File: config.mk
export PLATFORM = sky130hd
export DESIGN_NAME = eth_mac_tx_flat
export DESIGN_NICKNAME = d
export VERILOG_FILES = /design/src/rtl/eth_mac_tx_if.sv /design/src/rtl/eth_mac_tx.sv /design/src/flat_wrapper.sv
export SDC_FILE = /design/constraint.sdc
export NUM_CORES = 1
export LEC_CHECK = 0
export BUFFER_PORTS_ARGS = -buffer_cell sky130_fd_sc_hd__buf_2
export CORE_MARGIN = 1.5
export CORE_UTILIZATION = 35
export CTS_BUF_LIST = sky130_fd_sc_hd__clkbuf_4 sky130_fd_sc_hd__clkbuf_8
export DETAILED_ROUTE_END_ITERATION = 8
export PLACE_DENSITY = 0.57
export SLEW_MARGIN = 20
export SYNTH_ARGS = -nofsm -noshare
export SYNTH_HDL_FRONTEND = slang
export SYNTH_SLANG_ARGS = --single-unit
File: constraint.sdc
create_clock -name gmii_clk -period 2.3 [get_ports gmii_clk]
set_input_delay 0.23 -clock gmii_clk [delete_from_list [all_inputs] [get_ports gmii_clk]]
set_output_delay 0.23 -clock gmii_clk [all_outputs]
set_load 0.1 [all_outputs]
File: src/rtl/eth_mac_tx_if.sv
// eth_mac_tx_if: byte-stream handshake carrying frame payload into the MAC.
//   s_valid : payload byte valid
//   s_data  : payload byte (MAC header + payload, no preamble/FCS)
//   s_last  : final payload byte of a frame
//   s_ready : byte consumed on an edge where s_valid & s_ready
// master = payload source, slave = eth_mac_tx.
interface eth_mac_tx_if;
    logic       s_valid;
    logic [7:0] s_data;
    logic       s_last;
    logic       s_ready;

    modport master (output s_valid, output s_data, output s_last, input s_ready);
    modport slave  (input s_valid, input s_data, input s_last, output s_ready);
endinterface

File: src/rtl/eth_mac_tx.sv
// eth_mac_tx: Ethernet transmit framer in front of a byte-wide RMII converter.
// Wraps a caller-supplied payload with preamble/SFD, zero padding up to
// MIN_FRAME bytes and a CRC-32 FCS, then holds an inter-frame gap.
//   gmii_clk    : sole clock, rising edge
//   sys_rst     : synchronous active-high reset
//   stream      : payload handshake (slave side)
//   gmii_txen   : high from preamble through last FCS byte
//   gmii_txdata : byte offered to the converter
//   gmii_txbusy : converter busy; a byte is accepted when txen & !busy
//   tx_active   : high from frame start to end of the gap
//   tx_done     : pulse on accept of the final FCS byte
//   tx_underrun : pulse when a payload byte is needed but not valid
module eth_mac_tx #(
    parameter int MIN_FRAME = 60,
    parameter int IFG_BYTES = 12
) (
    input  logic        gmii_clk,
    input  logic        sys_rst,
    eth_mac_tx_if.slave stream,
    output logic        gmii_txen,
    output logic [7:0]  gmii_txdata,
    input  logic        gmii_txbusy,
    output logic        tx_active,
    output logic        tx_done,
    output logic        tx_underrun
);

    localparam logic [2:0] ST_IDLE     = 3'd0;
    localparam logic [2:0] ST_PREAMBLE = 3'd1;
    localparam logic [2:0] ST_DATA     = 3'd2;
    localparam logic [2:0] ST_PAD      = 3'd3;
    localparam logic [2:0] ST_FCS      = 3'd4;
    localparam logic [2:0] ST_DRAIN    = 3'd5;
    localparam logic [2:0] ST_IFG      = 3'd6;

    localparam logic [10:0] MIN_LEN  = 11'(MIN_FRAME);
    localparam logic [15:0] IFG_LAST = 16'(IFG_BYTES * 4 - 1);

    logic [2:0]  state;
    logic [3:0]  byte_cnt;     // preamble position, later FCS byte index
    logic [10:0] pay_cnt;      // data + pad bytes loaded, saturating
    logic [31:0] crc;
    logic        last_seen;    // byte currently offered carried s_last
    logic [15:0] ifg_cnt;

    logic        accept;
    logic        need_payload;
    logic [10:0] pay_cnt_inc;
    logic [7:0]  fcs_byte;

    // Reflected CRC-32 (poly 0x04C11DB7), one byte, LSB first.
    function automatic logic [31:0] crc_next(input logic [31:0] c, input logic [7:0] d);
        logic [31:0] r;
        r = c ^ {24'h0, d};
        for (int unsigned i = 0; i < 8; i++) begin
            r = r[0] ? ((r >> 1) ^ 32'hEDB88320) : (r >> 1);
        end
        return r;
    endfunction

    always_comb begin
        accept       = gmii_txen & ~gmii_txbusy;
        // A payload byte is pulled only on the accept that frees the output
        // register, so s_data reaches gmii_txdata through a flop only.
        need_payload = accept & (((state == ST_PREAMBLE) && (byte_cnt == 4'd8)) ||
                                 ((state == ST_DATA) && !last_seen));
        stream.s_ready = need_payload | (state == ST_DRAIN);
        pay_cnt_inc  = (pay_cnt == 11'h7FF) ? pay_cnt : pay_cnt + 11'd1;
        case (byte_cnt[1:0])
            2'd0:    fcs_byte = ~crc[7:0];
            2'd1:    fcs_byte = ~crc[15:8];
            2'd2:    fcs_byte = ~crc[23:16];
            default: fcs_byte = ~crc[31:24];
        endcase
    end

    always_ff @(posedge gmii_clk) begin
        if (sys_rst) begin
            state       <= ST_IDLE;
            gmii_txen   <= 1'b0;
            gmii_txdata <= 8'h00;
            tx_active   <= 1'b0;
            tx_done     <= 1'b0;
            tx_underrun <= 1'b0;
            byte_cnt    <= '0;
            pay_cnt     <= '0;
            crc         <= '1;
            last_seen   <= 1'b0;
            ifg_cnt     <= '0;
        end else begin
            tx_done     <= 1'b0;
            tx_underrun <= 1'b0;
            if (need_payload) begin
                if (stream.s_valid) begin
                    gmii_txdata <= stream.s_data;
                    crc         <= crc_next(crc, stream.s_data);
                    pay_cnt     <= pay_cnt_inc;
                    last_seen   <= stream.s_last;
                    state       <= ST_DATA;
                end else begin
                    gmii_txen   <= 1'b0;
                    tx_underrun <= 1'b1;
                    state       <= ST_DRAIN;
                end
            end else begin
                case (state)
                    ST_IDLE: begin
                        if (stream.s_valid) begin
                            gmii_txen   <= 1'b1;
                            gmii_txdata <= 8'h55;
                            byte_cnt    <= 4'd1;
                            pay_cnt     <= '0;
                            crc         <= '1;
                            last_seen   <= 1'b0;
                            tx_active   <= 1'b1;
                            state       <= ST_PREAMBLE;
                        end
                    end
                    ST_PREAMBLE: begin
                        if (accept) begin
                            if (byte_cnt == 4'd7) begin
                                gmii_txdata <= 8'hD5;
                                byte_cnt    <= 4'd8;
                            end else begin
                                gmii_txdata <= 8'h55;
                                byte_cnt    <= byte_cnt + 4'd1;
                            end
                        end
                    end
                    // Only reached on accept once the s_last byte is out.
                    ST_DATA, ST_PAD: begin
                        if (accept) begin
                            if (pay_cnt < MIN_LEN) begin
                                gmii_txdata <= 8'h00;
                                crc         <= crc_next(crc, 8'h00);
                                pay_cnt     <= pay_cnt_inc;
                                state       <= ST_PAD;
                            end else begin
                                gmii_txdata <= ~crc[7:0];
                                byte_cnt    <= 4'd1;
                                state       <= ST_FCS;
                            end
                        end
                    end
                    ST_FCS: begin
                        if (accept) begin
                            if (byte_cnt == 4'd4) begin
                                gmii_txen <= 1'b0;
                                tx_done   <= 1'b1;
                                ifg_cnt   <= '0;
                                state     <= ST_IFG;
                            end else begin
                                gmii_txdata <= fcs_byte;
                                byte_cnt    <= byte_cnt + 4'd1;
                            end
                        end
                    end
                    ST_DRAIN: begin
                        if (stream.s_valid && stream.s_last) begin
                            ifg_cnt <= '0;
                            state   <= ST_IFG;
                        end
                    end
                    ST_IFG: begin
                        if (ifg_cnt == IFG_LAST) begin
                            tx_active <= 1'b0;
                            state     <= ST_IDLE;
                        end else begin
                            ifg_cnt <= ifg_cnt + 16'd1;
                        end
                    end
                    default: state <= ST_IDLE;
                endcase
            end
        end
    end

endmodule

File: src/flat_wrapper.sv
// flat-port wrapper written by rule: the top's interface ports become plain ports
module eth_mac_tx_flat 
#(
    parameter int MIN_FRAME = 60,
    parameter int IFG_BYTES = 12
)
  (gmii_clk, sys_rst, gmii_txen, gmii_txdata, gmii_txbusy, tx_active, tx_done, tx_underrun, stream_s_valid, stream_s_data, stream_s_last, stream_s_ready);
  eth_mac_tx_if stream_i ();
  input  logic gmii_clk;
  input  logic sys_rst;
  output logic gmii_txen;
  output logic [7:0] gmii_txdata;
  input  logic gmii_txbusy;
  output logic tx_active;
  output logic tx_done;
  output logic tx_underrun;
  input wire logic [$bits(stream_i.s_valid)-1:0] stream_s_valid;
  input wire logic [$bits(stream_i.s_data)-1:0] stream_s_data;
  input wire logic [$bits(stream_i.s_last)-1:0] stream_s_last;
  output wire logic [$bits(stream_i.s_ready)-1:0] stream_s_ready;
  assign stream_i.s_valid = stream_s_valid;
  assign stream_i.s_data = stream_s_data;
  assign stream_i.s_last = stream_s_last;
  assign stream_s_ready = stream_i.s_ready;
  eth_mac_tx #(.MIN_FRAME(MIN_FRAME), .IFG_BYTES(IFG_BYTES)) u_core (.gmii_clk(gmii_clk), .sys_rst(sys_rst), .stream(stream_i), .gmii_txen(gmii_txen), .gmii_txdata(gmii_txdata), .gmii_txbusy(gmii_txbusy), .tx_active(tx_active), .tx_done(tx_done), .tx_underrun(tx_underrun));
endmodule
==> run metrics <==
run status complete, no violations; largest net degree at the start of global routing 28; nets@finish 780; CP max stage delay 370 ps; Cell Chain, Critical Path inv_2, ha_2, and4bb_2, o2bb2ai_4, nand2_2, buf_12, o21ai_4, buf_12; Buf+Inv Stages, Crit Path 3; vias post-DR 5,520; Crit path max-delay family buffers and inverters; fin crit period 2210 ps; diodes inserted 0; IO Pins 26; TritonCTS clock tree yes; Routability Congestion 0.9294; share of layout cells above drive strength 1 0.1958; ANT nets after route 0; Synth cell types 65; worst-margin pin slew 663.9 ps; Max Clk Rate 452.6 MHz; setup TNS 0 ps; max capacitance violation total 0; DR pass1 iterations 5; Power, Total 3.893 mW; Slew Limit Headroom 0.5558; Max IR drop VDD 338.8 uV; Register Area 1590 sq um; Synth warnings 0; Worst setup EP type output port; DRC 0; final max-slew violation count 0; number of synthesized register bits 79; worst hold path cell count 2; die area 16,740 sq um; H-tree depth 3; Post-Syn Area 5590 sq um; die height 129.4 um; Wirelength per Cell 18.21 um; cell mode on critical path buf_12; Worst Path Arrival 1980 ps; ys async rst share 0; synth top area cells dfxtp_1 (28%), xnor2_1 (14%), xor2_1 (5.6%), a21oi_1 (5.1%), nand2_1 (3.8%); Worst Setup Path Type reg -> out; Cell Pwr Density 574.0 nW/um^2; Total GRT Usage 0.2182; Leakage Power 2.444 nW; worst-case reg-to-reg path depth 10; CP required 2070 ps; EDFF count, synth 0; die width 129.4 um; Post-synth top flop dfxtp_1; syn avg cell area 8.079 sq um; Placement Rows 46; grt ovf 0; Root Driver clkbuf_8; Post-Route WL 17,880 um; CP max stage cell dfxtp_4; CP Launch Type flip-flop; crit-path max FO 18; sequential area share after synthesis 0.2829; Post-Syn Instances 692; Area Growth Syn to Fin 21.31%; clk sinks 79; Stages on worst setup path 8; final worst-path cycle share 0.9607; initial antenna violation count 0; placed insts 959; DR iter-0 viols 424; vias in the first global route 5,343; first-pass GRT wire length 28,280 um; Reg clk slew, reported paths 90 ps; worst-case clock buffer depth 2; Starting Density 0.3545; RSZ-0062 raised after global routing false; Via density 5.621; Multi-input gate area 3855 sq um; Port Buffers 25; Clk Latency, worst-skew pair 380 ps; clk_skew 12.96 ps; largest area contributor in the netlist dfxtp_1; clock buffer count from CTS 9; top-count cell post-synth xnor2_1; top cells by count, synth xnor2_1 (89), dfxtp_1 (79), a21oi_1 (57); net count after synthesis 711; hold buffers post-CTS 0; core area 15,770 sq um; hold crit path type in -> reg; final setup vio count 0; Yosys top cell area share 0.2829; Fin. Hold Viols 0; HPWL after DPL 13,020 um; filler instances 1,614; Final Instance Count excl. Fillers 982; final core occ 0.4300
registers in the layout, summed over array words and instances, names as in the netlist:
register and count:
u_core.crc 32, u_core.ifg_cnt 16, u_core.pay_cnt 11, u_core.gmii_txdata 8, u_core.byte_cnt 4, u_core.state 3, u_core.gmii_txen 1, u_core.last_seen 1
u_core.tx_active 1, u_core.tx_done 1, u_core.tx_underrun 1
kinds of logic (layout without fill, tap and decap cells):
logic type      count (synthesis)  after routing  share of synthesized area
fa+ha+maj                       6              6                    0.01343
flops                          79             79                     0.2829
simple gates                  202            202                     0.1833
mux                             7              7                    0.01276
buf+inv                        57            131                    0.04297
xor+xnor                      132            132                     0.2218
compound gates                209            209                     0.2428
path summary, 6_finish.rpt:
check | startpoint | endpoint | slack [ps]
max | u_core.byte_cnt[1] | stream_s_ready | 90
min | stream_s_valid | u_core.tx_underrun | 160
max reg2reg | u_core.byte_cnt[1] | u_core.crc[21] | 110
min reg2reg | u_core.gmii_txdata[1] | u_core.gmii_txdata[1] | 460
power breakdown:
group | switching (mW) | leakage, nW | internal, mW | total (mW)
registers | 0.0699 | 0.646 | 1.42 | 1.49
clock network | 0.575 | 0.0999 | 0.459 | 1.03
logic | 0.744 | 1.70 | 0.626 | 1.37
layout make-up:
| cell class | instances | share of cell area |
|---|---|---|
| clock buffer | 11 | 0.02232 |
| tap | 216 | 0.03985 |
| clock inverter | 5 | 0.005904 |
| timing repair buffer | 106 | 0.1240 |
| inverter | 9 | 0.004982 |
| multi-input combinational | 556 | 0.5685 |
| sequential | 79 | 0.2345 |
repair_timing:
action | 4_1_cts | 5_1_grt
setup buffers | 1 | 4
gates resized for setup | 2 | 12
pin swaps | 1 | 1
gates cloned | 1 | 1
setup endpoints to repair | 2 | 41
routing by layer:
layer | vias up | part of all wire | global-route usage
li1 | 2650 | - | -
met1 | 2623 | 0.45 | 0.2888
met2 | 207 | 0.46 | 0.3439
met3 | 40 | 0.067 | 0.04789
met4 | 0 | 0.029 | 0.08989
met5 | - | 0 | 0
cells in the final DEF, fill, tap and decap left out, drive strengths merged, types with 7 or more instances in the layout:
cell	instances
or3	9
clkbuf	12
nand2	56
a211o	8
a211oi	10
nand2b	8
inv	10
xor2	38
nand4	14
o21ai	37
nor2	41
dfxtp	79
buf	104
and2	7
o311ai	8
o211ai	16
a21oi	58
xnor2	91
o22ai	23
nor3	9
nor2b	12
nand3	20
metrics by stage:
stage	hold WS, ps	instance area, sq um	worst slack (ps)
after floorplan	397.6	5603	-82.44
after global placement	444.9	6430	90.21
after detailed placement	447.2	6430	36.87
after CTS	127.0	6670	14.53
after global routing	155.9	6782	4.576
final	161.0	6782	90.46
Power figures use the tool's default switching activity.
